## src/rtl/riscv_if_queue.sv

```systemverilog
`default_nettype none
// riscv_if_queue: instruction-fetch stage with a per-PC bimodal BHT and a
// decoupling fetch queue between the aligner/decompressor and decode.
module riscv_if_queue #(
  parameter int          QDEPTH      = 4,
  parameter int          BHT_ENTRIES = 64,
  parameter logic [31:0] RESET_PC    = 32'h0
) (
  input  logic                      clk,
  input  logic                      rst,
  input  logic                      fe_valid,
  input  logic [31:0]               fe_inst,
  input  logic                      fe_compressed,
  output logic                      fe_ready,
  output logic [31:0]               fetch_pc,
  input  logic                      redir_valid,
  input  logic [31:0]               redir_pc,
  input  logic                      upd_valid,
  input  logic [31:0]               upd_pc,
  input  logic                      upd_taken,
  output logic                      id_valid,
  input  logic                      id_ready,
  output logic [31:0]               id_inst,
  output logic [31:0]               id_pc,
  output logic                      id_compressed,
  output logic                      id_pred_taken,
  output logic [$clog2(QDEPTH):0]   q_count
);

  localparam int            PTRW      = $clog2(QDEPTH);
  localparam int            IDXW      = $clog2(BHT_ENTRIES);
  localparam logic [PTRW:0] FULL      = (PTRW + 1)'(QDEPTH);
  localparam logic [31:0]   NOP       = 32'h00000013;
  localparam logic [6:0]    OP_BRANCH = 7'b1100011;
  localparam logic [6:0]    OP_JAL    = 7'b1101111;

  logic [31:0]     inst_q [QDEPTH];
  logic [31:0]     pc_q   [QDEPTH];
  logic            comp_q [QDEPTH];
  logic            pred_q [QDEPTH];
  logic [PTRW-1:0] wr_ptr;
  logic [PTRW-1:0] rd_ptr;
  logic [1:0]      bht    [BHT_ENTRIES];

  logic            fe_fire;
  logic            id_fire;
  logic            is_branch;
  logic            is_jal;
  logic            pred_taken;
  logic [IDXW-1:0] look_idx;
  logic [IDXW-1:0] upd_idx;
  logic [31:0]     b_imm;
  logic [31:0]     j_imm;
  logic [31:0]     next_pc;
  logic            unused_upd_bits;

  // Handshakes look only at registered occupancy and the redirect.
  assign fe_ready = (q_count != FULL) & ~redir_valid;
  assign id_valid = (q_count != '0) & ~redir_valid;
  assign fe_fire  = fe_valid & fe_ready;
  assign id_fire  = id_valid & id_ready;

  assign look_idx        = fetch_pc[IDXW:1];
  assign upd_idx         = upd_pc[IDXW:1];
  assign unused_upd_bits = ^{upd_pc[31:IDXW+1], upd_pc[0]};

  assign is_branch  = (fe_inst[6:0] == OP_BRANCH);
  assign is_jal     = (fe_inst[6:0] == OP_JAL);
  assign pred_taken = is_jal | (is_branch & bht[look_idx][1]);

  assign b_imm = {{20{fe_inst[31]}}, fe_inst[7], fe_inst[30:25], fe_inst[11:8], 1'b0};
  assign j_imm = {{12{fe_inst[31]}}, fe_inst[19:12], fe_inst[20], fe_inst[30:21], 1'b0};

  always_comb begin
    next_pc = fetch_pc;
    if (redir_valid) begin
      next_pc = redir_pc;
    end else if (fe_fire) begin
      if (is_branch && pred_taken) begin
        next_pc = fetch_pc + b_imm;
      end else if (is_jal) begin
        next_pc = fetch_pc + j_imm;
      end else begin
        next_pc = fetch_pc + (fe_compressed ? 32'd2 : 32'd4);
      end
    end
  end

  always_ff @(posedge clk) begin
    if (rst) begin
      fetch_pc <= RESET_PC;
      wr_ptr   <= '0;
      rd_ptr   <= '0;
      q_count  <= '0;
    end else begin
      fetch_pc <= next_pc;
      if (redir_valid) begin
        wr_ptr  <= '0;
        rd_ptr  <= '0;
        q_count <= '0;
      end else begin
        if (fe_fire) wr_ptr <= wr_ptr + PTRW'(1);
        if (id_fire) rd_ptr <= rd_ptr + PTRW'(1);
        case ({fe_fire, id_fire})
          2'b10:   q_count <= q_count + (PTRW + 1)'(1);
          2'b01:   q_count <= q_count - (PTRW + 1)'(1);
          default: q_count <= q_count;
        endcase
      end
    end
  end

  // Slot contents need no reset: occupancy gates every read.
  always_ff @(posedge clk) begin
    if (fe_fire) begin
      inst_q[wr_ptr] <= fe_inst;
      pc_q[wr_ptr]   <= fetch_pc;
      comp_q[wr_ptr] <= fe_compressed;
      pred_q[wr_ptr] <= pred_taken;
    end
  end

  always_ff @(posedge clk) begin
    if (rst) begin
      for (int i = 0; i < BHT_ENTRIES; i++) bht[i] <= 2'b01;
    end else if (upd_valid) begin
      if (upd_taken && bht[upd_idx] != 2'b11) begin
        bht[upd_idx] <= bht[upd_idx] + 2'b01;
      end else if (!upd_taken && bht[upd_idx] != 2'b00) begin
        bht[upd_idx] <= bht[upd_idx] - 2'b01;
      end
    end
  end

  assign id_inst       = id_valid ? inst_q[rd_ptr] : NOP;
  assign id_pc         = id_valid ? pc_q[rd_ptr]   : 32'h0;
  assign id_compressed = id_valid & comp_q[rd_ptr];
  assign id_pred_taken = id_valid & pred_q[rd_ptr];

endmodule
`default_nettype wire

```

## config.mk

```make
export PLATFORM = sky130hd
export DESIGN_NAME = riscv_if_queue
export DESIGN_NICKNAME = d
export VERILOG_FILES = /design/src/rtl/riscv_if_queue.sv
export SDC_FILE = /design/constraint.sdc
export NUM_CORES = 1
export LEC_CHECK = 0
export CORE_MARGIN = 8
export CORE_UTILIZATION = 45
export DETAILED_ROUTE_END_ITERATION = 8
export GPL_TIMING_DRIVEN = 0
export PLACE_DENSITY_LB_ADDON = 0.15
export SKIP_LAST_GASP = 1
export SYNTH_ARGS = -nofsm -noshare
export SYNTH_HDL_FRONTEND = slang
export SYNTH_SLANG_ARGS = --single-unit
```

## constraint.sdc

```tcl
create_clock -name clk -period 14.8 [get_ports clk]
set_input_delay 2.22 -clock clk [delete_from_list [all_inputs] [get_ports clk]]
set_output_delay 2.22 -clock clk [all_outputs]
set_load 0.1 [all_outputs]
```

==> metrics.txt <==
fin crit share 50.38%; Initial Utilization 45.55%; Synth Area in Adders 2.312%; ratio of cells with drive above 1 in the final layout 13.05%; commonest non-fill, non-tap cell in the layout edfxtp_1; clock-pin slew on the worst setup and hold paths 0.06 ns; Compound-Gate Fraction of Synth Area 8.335%; Layout Cells excl Fill 2,339; root buffer cell clkbuf_16; Max Freq 0.1341 GHz; Net Count, Synth 1,615; synth warn 0; Setup crit start kind input pin; most frequent cells in the layout 392 x edfxtp_1, 174 x clkdlybuf4s50_1, 134 x nand2_1; CTS resizes 0; FF+latch area 0.01271 mm²; DRT iter0 DRCs 1,421; setup violators final 0; via count 13,928; Leakage 0.008260 µW; CP Max Fanout 11; part of the power in registers 49.0%; critical path data arrival time 7.90 ns; switching share of power 24.72%; Max Cap Viol 0; Hold Violations, Final 0; final antenna-violating net count 0; port bufs 174; largest net degree at the start of global routing 56; GRT Overall Usage 22.65%; die height 230.3 µm; sequential share of the synthesized area 61.50%; Num CTS Buffers 47; worst endpoint required time 15.24 ns; # diodes 0; clk_lat worst skew 0.59 ns; Setup Buffers After CTS 0; synthesized instance count 1,474; Worst Tran Pin Value 1.136 ns; CTS tree done; Yosys reg bits 439; Via density 5.955; Post-synth EDFFs 392; slew margin rel. 24.12%; Synth async-reset ratio 0%; simple-gate portion of the synthesized area 11.20%; power per standard cell area 115.3 mW/mm²; Detailed Place HPWL 42.24 mm; WL final 61.16 mm; synthesized area 0.02067 mm²; Final min period 7.457 ns; WL per Instance 26.15 µm; number of global-route vias before repair 13,997; # H-tree levels 2; Die Wd 230.3 µm; HP Class flip-flop to flip-flop; status finished clean; Main synth FF type edfxtp_1; CP Class input pin to flip-flop; fin. max-slew vios 0; CP startpoint fe_inst[6]; worst hold stages 2; Logic pwr share 10.5%; largest family of logic cells by synthesized area multiplexers; CTS Hold Buffers Added 0; drt drc 0; reg2reg path depth 18; antenna violations before repair 1; Post-Synth XOR/XNOR Area 1.053%; Reg2Reg Setup Slack 8.00 ns; routability cong. 0.9218; first-pass GRT wire length 90.29 mm; P&R area growth vs syn 19.95%; die area 0.05305 mm²; first-pass detailed-route iteration total 7; Worst Setup End Kind flip-flop; std cell rows 78; NumNets Final 1,842; RR Endpoint fetch_pc[30]$_SDFFE_PP0N_; peak supply drop 0.07852 mV; placed cell count 2,252; Multi-input gate area 0.007445 mm²; post-synthesis mux area share 13.01%; TNS Setup 0 ns; unrepaired setup endpoints after global routing false; Fillers 3,824; Layout Skew 0.01906 ns; grt total ovfl 0; clock share of power 40.6%; total core area 0.04538 mm²; Synth cell types 73; syn_area_per_cell 14.02 µm²; sw power 706.6 µW; clock buffer depth 3; Critical Path End fetch_pc[30]$_SDFFE_PP0N_; I/O pin total 207; P_int 2151 µW; Sink Count 439
-- Yosys cell counts, types with 8 or more instances --
master    count  area [µm²]
ha_1         35       437.9
mux2i_1      31       310.3
o21ai_0      24       120.1
a21oi_1      60       300.3
nor2b_1      14       87.58
dfxtp_1      47       940.9
mux4_2      102        2297
nand4_1       8       50.05
edfxtp_1    392       11770
nand2_1     134       503.0
buf_1        11       41.29
buf_4         8       60.06
inv_1        25       93.84
nand3b_1     10       75.07
nand2b_1     18       112.6
a22oi_1      20       150.1
o211ai_1     14       105.1
xnor2_1      16       140.1
or3_1        16       100.1
nor3_1       13       65.06
a31oi_1       8       50.05
clkbuf_1     52       195.2
and2_1       67       419.2
and3_1       20       125.1
a21o_1       35       262.8
o21bai_1     47       352.8
nor2_1      120       450.4
nand3_1      18       90.09
buf_2        12       60.06
-- routing by layer --
layer | global-route usage [%] | wire (µm) | up-vias | part of all wire [%]
met5 | 0 | 13 | - | 0.021
met4 | 8.632 | 2205 | 2 | 3.6
met3 | 3.681 | 4344 | 126 | 7.1
met2 | 37.12 | 29180 | 602 | 48
met1 | 30.14 | 25420 | 7072 | 42
li1 | - | - | 6126 | -
-- critical path, stage by stage --
cell             delay (ns)
clkdlybuf4s50_1        0.54
nor2b_1                0.15
nand4_1                0.26
nor3_1                 0.57
o211a_1                0.24
clkbuf_1               0.33
nor2_1                 0.28
nor2b_1                0.93
ha_1                   0.47
a21o_1                 0.21
or3_1                  0.33
o211ai_1               0.31
a21boi_0               0.19
o31ai_1                0.37
o21ai_0                0.18
xnor2_1                0.20
o22ai_1                0.09
-- logic make-up after synthesis --
logic type	after synthesis
compound gates	254
xor+xnor	24
fa+ha+maj	37
buf+inv	116
flops	439
mux	140
simple gates	464
-- registers in the layout, summed over array words and instances (netlist names), named ones only --
signal and cells:
bht 128, inst_q 128, pc_q 128, fetch_pc 32
comp_q 4, pred_q 4, q_count 3, rd_ptr 2
wr_ptr 2
-- worst min-delay path by stage --
stage / from / end / slack, ns
after floorplan: wr_ptr[1]$_SDFFE_PP0P_ / wr_ptr[1]$_SDFFE_PP0P_ / 0.47
after global placement: wr_ptr[1]$_SDFFE_PP0P_ / wr_ptr[1]$_SDFFE_PP0P_ / 0.48
after detailed placement: wr_ptr[1]$_SDFFE_PP0P_ / wr_ptr[1]$_SDFFE_PP0P_ / 0.49
after CTS: wr_ptr[1]$_SDFFE_PP0P_ / wr_ptr[1]$_SDFFE_PP0P_ / 0.50
after global routing: wr_ptr[1]$_SDFFE_PP0P_ / wr_ptr[1]$_SDFFE_PP0P_ / 0.54
final: wr_ptr[1]$_SDFFE_PP0P_ / wr_ptr[1]$_SDFFE_PP0P_ / 0.51
-- stage by stage --
stage	setup slack, ns	utilization (%)	hold WS, ns	power, µW	instance area [µm²]
floorplan	7.999	-	0.4692	1610	20670
global placement	6.666	51.04	0.4803	1717	23160
detailed placement	6.706	51.33	0.4902	1722	23290
CTS	7.300	54.63	0.4974	2874	24790
global route	6.900	54.63	0.5351	2935	24790
finish	7.343	54.63	0.5082	2858	24790
-- power by group through the flow --
stage / clock (µW) / combinational (µW) / sequential [µW]
after floorplan: 0 / 152 / 1460
after global routing: 1220 / 314 / 1400
after detailed placement: 0 / 297 / 1420
after global placement: 0 / 293 / 1420
after CTS: 1180 / 298 / 1400
final: 1160 / 299 / 1400
-- area by class of cell --
cell class	instances	share of cell area, %
clock inverters	25	0.9184
plain buffers	90	1.756
well taps	600	3.028
inverters	26	0.3936
clock buffers	62	5.137
repair buffers	178	7.469
multi-input cells	919	30.03
flip-flops and latches	439	51.27
Power figures use the tool's default switching activity.
